--- src/rtl/rll_restore_ctrl.sv ---
// Sequential RLL-restore engine: one run-length marker per SCAN cycle, valid/ready on both sides.
// Define RLL_RESTORE_ERR_EN to enable malformed-marker detection on err; otherwise err is tied low.
module rll_restore_ctrl #(
   parameter int unsigned M     = 20,
   parameter int unsigned IDX_W = 8
) (
   input  logic             clk,
   input  logic             rst_n,
   input  logic             in_valid,
   output logic             in_ready,
   input  logic [2*M-1:0]   word_in,
   output logic             out_valid,
   input  logic             out_ready,
   output logic [2*M-1:0]   word_out,
   output logic [6:0]       word_out_len,
   output logic             busy,
   output logic             err
);

   localparam int unsigned W  = 2 * M;
   localparam int unsigned PW = $clog2(W + 1);
   localparam int unsigned LW = 7;

`ifdef RLL_RESTORE_ERR_EN
   localparam bit ERR_EN = 1'b1;
`else
   localparam bit ERR_EN = 1'b0;
`endif

   typedef enum logic [1:0] {IDLE, SCAN, DONE} state_t;

   state_t          state;
   logic [W-1:0]    work;
   logic [PW-1:0]   ptr;
   logic            err_q;

   logic [1:0]      flag;
   logic [IDX_W-1:0] idx;
   logic [W-1:0]    shifted;
   logic [W-1:0]    ins;
   logic            overrun;
   logic            idx_bad;
   logic            overlap;
   logic            field_oob;
   logic            chk_err;
   int              p;
   int              pos;
   int              len_i;

   // Marker decode and zero-pair re-insertion for the marker at ptr
   always_comb begin
      p         = int'(ptr);
      flag      = 2'(work >> ptr);
      idx       = IDX_W'(work >> (p + 2));
      pos       = int'(W) - 1 - 2 * int'(idx);
      overrun   = (p + 2) > (int'(W) - 2);
      idx_bad   = int'(idx) >= int'(M);
      overlap   = (pos - 3) < (p + int'(IDX_W) + 2);
      field_oob = (p + int'(IDX_W) + 2) > int'(W);
      chk_err   = ERR_EN && (idx_bad || overlap || field_oob);
      shifted   = work >> 4;
      ins       = work;
      for (int i = 0; i < int'(W); i++) begin
         if (i > pos)
            ins[i] = work[i];
         else if (i >= pos - 3)
            ins[i] = 1'b0;
         else if (i >= p + 2)
            ins[i] = shifted[i];
      end
      len_i = (int'(W) - p) / 2;
      if (len_i < 0)
         len_i = 0;
   end

   always_ff @(posedge clk or negedge rst_n) begin
      if (!rst_n) begin
         state        <= IDLE;
         work         <= '0;
         ptr          <= '0;
         in_ready     <= 1'b0;
         out_valid    <= 1'b0;
         word_out     <= '0;
         word_out_len <= '0;
         busy         <= 1'b0;
         err_q        <= 1'b0;
      end else begin
         case (state)
            IDLE: begin
               in_ready <= 1'b1;
               if (in_valid && in_ready) begin
                  work     <= word_in;
                  ptr      <= '0;
                  in_ready <= 1'b0;
                  busy     <= 1'b1;
                  err_q    <= 1'b0;
                  state    <= SCAN;
               end
            end
            SCAN: begin
               if (overrun) begin
                  ptr   <= PW'(W);
                  err_q <= ERR_EN;
                  state <= DONE;
               end else if (flag == 2'b00) begin
                  ptr   <= ptr + PW'(2);
                  state <= DONE;
               end else if (chk_err) begin
                  err_q <= 1'b1;
                  state <= DONE;
               end else begin
                  // Out-of-range or overlapping markers are skipped when checks are disabled
                  if (!(idx_bad || overlap))
                     work <= ins;
                  ptr <= ptr + PW'(6);
               end
            end
            DONE: begin
               if (!out_valid) begin
                  word_out     <= work >> ptr;
                  word_out_len <= LW'(len_i);
                  out_valid    <= 1'b1;
               end else if (out_ready) begin
                  out_valid <= 1'b0;
                  in_ready  <= 1'b1;
                  busy      <= 1'b0;
                  state     <= IDLE;
               end
            end
            default: state <= IDLE;
         endcase
      end
   end

   assign err = ERR_EN ? err_q : 1'b0;

endmodule

--- config.mk ---
export PLATFORM = sky130hd
export DESIGN_NAME = rll_restore_ctrl
export DESIGN_NICKNAME = d
export VERILOG_FILES = /design/src/rtl/rll_restore_ctrl.sv
export SDC_FILE = /design/constraint.sdc
export NUM_CORES = 1
export LEC_CHECK = 0
export BUFFER_PORTS_ARGS = -buffer_cell sky130_fd_sc_hd__buf_4
export CAP_MARGIN = 20
export CORE_ASPECT_RATIO = 1.4
export CORE_UTILIZATION = 55
export CTS_CLUSTER_SIZE = 12
export DETAILED_ROUTE_END_ITERATION = 10
export GPL_TIMING_DRIVEN = 0
export PLACE_DENSITY = 0.8
export SLEW_MARGIN = 20
export SYNTH_ARGS = -nofsm -noshare
export SYNTH_HDL_FRONTEND = slang
export SYNTH_SLANG_ARGS = --single-unit
--- constraint.sdc ---
create_clock -name clk -period 5.6 [get_ports clk]
set_input_delay 1.12 -clock clk [delete_from_list [all_inputs] [get_ports clk]]
set_output_delay 1.12 -clock clk [all_outputs]
set_load 0.005 [all_outputs]
# == After elaboration in Yosys (flattened, before gate mapping) ==
# Index checks and enable logic that the tools add are counted.
# op_classes
add_sub_neg,9
order_cmp,124
n_eq_ne,89
shifts,2
muxes,146
bitwise_logic,2
n_reduce_logical,51
# op_table
operator,count
$ge A6 B32 Y1 const A,16
$reduce_and A7 Y1,40
$ge A5 B32 Y1 const A,8
$ge A7 B32 Y1 const A,7
$ge A6 B11 Y1 const A,16
$gt A6 B10 Y1 const A,16
$mux W40,4
$ge A4 B32 Y1 const A,4
$mux W1,128
$ne A3 B3 Y1 const B,41
$ne A2 B2 Y1 const B,46
$ge A5 B11 Y1 const A,8
$ge A7 B11 Y1 const A,8
$gt A5 B10 Y1 const A,8
$gt A7 B10 Y1 const A,8
$pmux W40 S2,1
$ge A3 B32 Y1 const A,2
$ge A4 B11 Y1 const A,4
$gt A4 B10 Y1 const A,4
$shr A40 B32 Y8,1
$shr A40 B6 Y40,1
$add A32 B1 Y32,1
$ge A1 B32 Y1 const A,1
$ge A2 B32 Y1 const A,1
36 further kinds,49
# word_totals
ff_bits,98
input_bits,44
output_inout_bits,51
elab_cells,470

# == Logic depth before layout (Yosys ltp) ==
# logic_depth
depth_word,11
depth_mapped,28
mapped_depth_nobuf,21

# == Least setup slack after synthesis ==
# No wires, ideal clock.
# synth_path
path_kind,register to register
start,reg ptr[1]
end,reg work[16]
setup_ps,128
arrival_ps,5274
required_time_ps,5472
slack_ps,198
stages_incl_launch_ff,26
n_path_buf,7
synth_period_minus_slack_ps,5402
path_cell_list,dfrtp_1 > buf_6 > buf_8 > buf_12 > buf_12 > mux2i_2 > nor4_1 > o41ai_4 > o21ai_1 > buf_2 > inv_1 > ha_1 > clkbuf_1 > inv_1 > or3_1 > xnor2_1 > inv_1 > ha_1 > o21ai_0 > nand2b_1 > a2111oi_1 > a31oi_2 > o21ai_4 > buf_4 > a221oi_1 > mux2_1
# synth_via
elab_chain_len,11
elab_cells_between_ends,27
cone_classes,5 x add/sub; 6 x order compare; 5 x eq/ne; 2 x shift; 6 x mux; 3 x reduce/logical
# synth_rtl
item,line,rtl
from (decl),34,logic [PW-1:0] ptr;
from (signal assigned),102,ptr <= PW'(W);
from (signal assigned),106,ptr <= ptr + PW'(2);
from (signal assigned),115,ptr <= ptr + PW'(6);
$add A6 B2 Y7 *,54,idx = IDX_W'(work >> (p + 2));
$shr A40 B32 Y8 *,54,
named net idx[2],38,logic [IDX_W-1:0] idx;
$sub A6 B9 Y10,55,pos = int'(W) - 1 - 2 * int'(idx);
$sub A10 B3 Y11,"58, 66",
$ge A6 B11 Y1,66,else if (i >= pos - 3)
$mux W1,66,
$mux W1,64,if (i > pos)
$mux W40,113,if (!(idx_bad || overlap))
$mux W40,105,end else if (flag == 2'b00) begin
$mux W40,101,if (overrun) begin
$pmux W40 S2,88,case (state)
to (signal assigned),92,work <= word_in;
to (signal assigned),114,work <= ins;
to (decl),33,logic [W-1:0] work;
# The timed path passes the listed nets; every way through them passes the cells marked *. The select of a mux whose other input is x is not followed.
# A chain may end at the register's enable or synchronous reset.

# == Final worst setup path ==
# layout_path
start,reg ptr[2]
end,reg work[23]
# Same word-level chain as after synthesis.

==> results.md <==
- Status: completed
- Vias in the first global route: approximately 9,100
- Htree depth: 3
- Ant diodes: 0
- Antenna viol nets, final: 0
- CP Class: flop to flop
- Chip width: roughly 110 um
- Crit path time final: around 5500 ps
- Avg WL per Cell: 29.5 um
- Number of synthesized flops with an enable pin: 0
- Syn Std Cell Area: between 8000 and 9000 um^2
- GRT Residual Overflow: 0
- Initial DRC count: 1,020
- Largest net degree at the start of global routing: 98
- Highest clock rate: approximately 180 MHz
- CP Capture Type: flop
- Hold crit path type: flop to flop
- DR vias: 9,458
- Top cells by area, synth: dfrtp_1, mux2i_1, nand2_1
- Sequential element share of the synthesized area: between 20% and 30%
- Total of max-cap violations: 0
- First-pass GRT wire length: around 56 mm
- Via-per-instance ratio: 7.37
- Area Overhead vs Synth: 21.6%
- Antenna violations before repair: 1
- Required time worst endpoint: ~5900 ps
- Worst-path clk slew: 80 ps
- PortBufs: 93
- Worst slew margin: ~32%
- Mapped Avg Cell Area: between 8 and 9 um^2
- Nets: around 1,200
- Initial core utilization: between 50 and 60%
- CP Data Arrival Time: approximately 5800 ps
- Async set-or-reset flop fraction in the synthesized netlist: 100%
- Row cnt: 53
- Ys Warns: 0
- Remaining DRCs: 0
- Final Max Tran Viols: 0
- Clk_lat worst skew: 380 ps
- Main flop type after synthesis: dfrtp_1
- Post-DP HPWL: about 28 mm
- Most common cell after layout, fill and taps aside: buf_4
- Tcrit/Tclk final: 98.7%
- CTS Root Cell: clkbuf_16
- Routability congestion estimate: roughly 1.1
- Flops & latches, synth: just under 100
- Die area: around 16,000 um^2
- Layout cells sized above 1: about a quarter
- Setup Skew: around 15 ps
- Total track usage: between 40 and 50%
- Gate Count Post-Synth: 958
- First drt pass iteration count: 8
- Synth area leader: dfrtp_1
- Critical Path Start Type: flop
- Worst hold margin: approximately 480 ps
- Worst Max-Slew Pin Slew: just over 1000 ps
- Final setup violation count: 0
- CTS sink count: 97
- IO Pins: 95
- Most frequent cells in the layout: buf_4, nand2_1, dfrtp_1, o21ai_0, nor2_1
- CTS Buf Count: 9
- Synth top area share: between 20 and 30%
- Core area: ~15,000 um^2
- Setup TNS: 0 ps
- Yosys cell types: between 90 and 100
- Drt total wl: between 30 and 40 mm
- CTS tree: yes
- Crit path max fanout: 10
- Die Ht: between 100 and 150 um
- Hold Fails Final Rpt: 0
- CTS Buffer Depth: 2
-- sequential cells by signal (all words and copies together) (netlist names) --
name / count
in_ready: 1
word_out: 40
state: 2
work: 40
out_valid: 1
ptr: 5
word_out_len: 7
busy: 1
-- final cells by class --
| class | count | area (um^2) |
|---|---|---|
| Clock inverter | 6 | 57.6 |
| Fill cell | 1253 | 4700 |
| Multi-Input combinational cell | 764 | 5830 |
| Buffer | 66 | 405 |
| Clock buffer | 10 | 239 |
| Tap cell | 192 | 240 |
| Inverter | 28 | 118 |
| Sequential cell | 97 | 2430 |
| Timing Repair Buffer | 121 | 968 |
-- worst paths after layout --
path	from	to	slack, ps	cells past startpoint
max reg2reg	ptr[2]	work[23]	70	20
min	word_out[0]	word_out[0]	480	2
max	ptr[2]	work[23]	70	20
max in group asynchronous	rst_n	work[30]	4100	1
min in group asynchronous	rst_n	word_out[1]	830	1
min reg2reg	word_out[0]	word_out[0]	480	2
-- per-stage QoR --
| stage | cell area (um^2) | setup WS, ps | instances | utilization, % |
|---|---|---|---|---|
| after global placement | 9400 | -1590 | 1244 | 62.7 |
| after detailed placement | 9400 | -1590 | 1244 | 62.7 |
| after global routing | 10300 | -30.2 | 1284 | 68.6 |
| after floorplan | 8460 | 198 | 959 | - |
| final | 10300 | 71.0 | 1284 | 68.6 |
| after CTS | 9960 | 6.73 | 1267 | 66.5 |
-- layer usage --
| metal | vias up | share of wire [%] | global-route usage, % |
|---|---|---|---|
| met5 | - | 0 | 0 |
| met4 | 0 | 11 | 41.6 |
| met3 | 296 | 9.7 | 12.7 |
| met2 | 759 | 46 | 78.9 |
| met1 | 4435 | 33 | 51.4 |
| li1 | 3968 | - | - |
-- cell usage after synthesis (all sizes together), types with 10 or more instances --
cell type	number
nand2	112
dfrtp	97
o21ai	76
nor2	62
a21oi	47
mux2i	46
clkbuf	37
buf	33
nand3	32
mux2	28
a22o	27
inv	26
ha	22
o211ai	20
a31oi	17
mux4	17
a32o	16
and2	13
a211oi	12
o22ai	12
a311oi	11
nor3	11
xnor2	11
a221oi	10
a22oi	10
nand4	10
o31ai	10
or3	10
-- kinds of logic after synthesis --
family	Yosys count	share of synthesized area (%)
fa+ha+maj	23	3.49
buf+inv	98	5.50
xor+xnor	12	1.46
flops	97	28.7
other cells	1	0.0443
compound gates	344	30.6
simple gates	292	16.4
mux	91	13.8
-- worst max-delay path: stages, from the launching register on --
cell	delay [ps]
dfrtp_1	450
buf_2	310
nor2b_1	470
a22oi_1	220
nand4_1	200
and2_2	380
inv_1	240
ha_2	290
xnor2_4	300
clkinv_2	230
ha_1	340
o21a_1	110
o21a_1	160
o21ai_1	110
nand2b_1	110
a2111oi_4	470
a31oi_4	170
o21ai_4	200
buf_6	200
a311oi_1	70
mux2_1	380
-- what timing repair did --
action / CTS / global route
hold buffers: 0 / 0
gates resized for setup: 45 / 27
pin swaps: 5 / 7
gates cloned: 1 / 3
endpoints found under the hold margin: 0 / 0
setup endpoints to repair: 40 / 40
setup buffers: 9 / 15
Power is left out: the tool's default activity adds up to more than one toggle a clock period on the data nets, which glitch-free logic cannot reach.
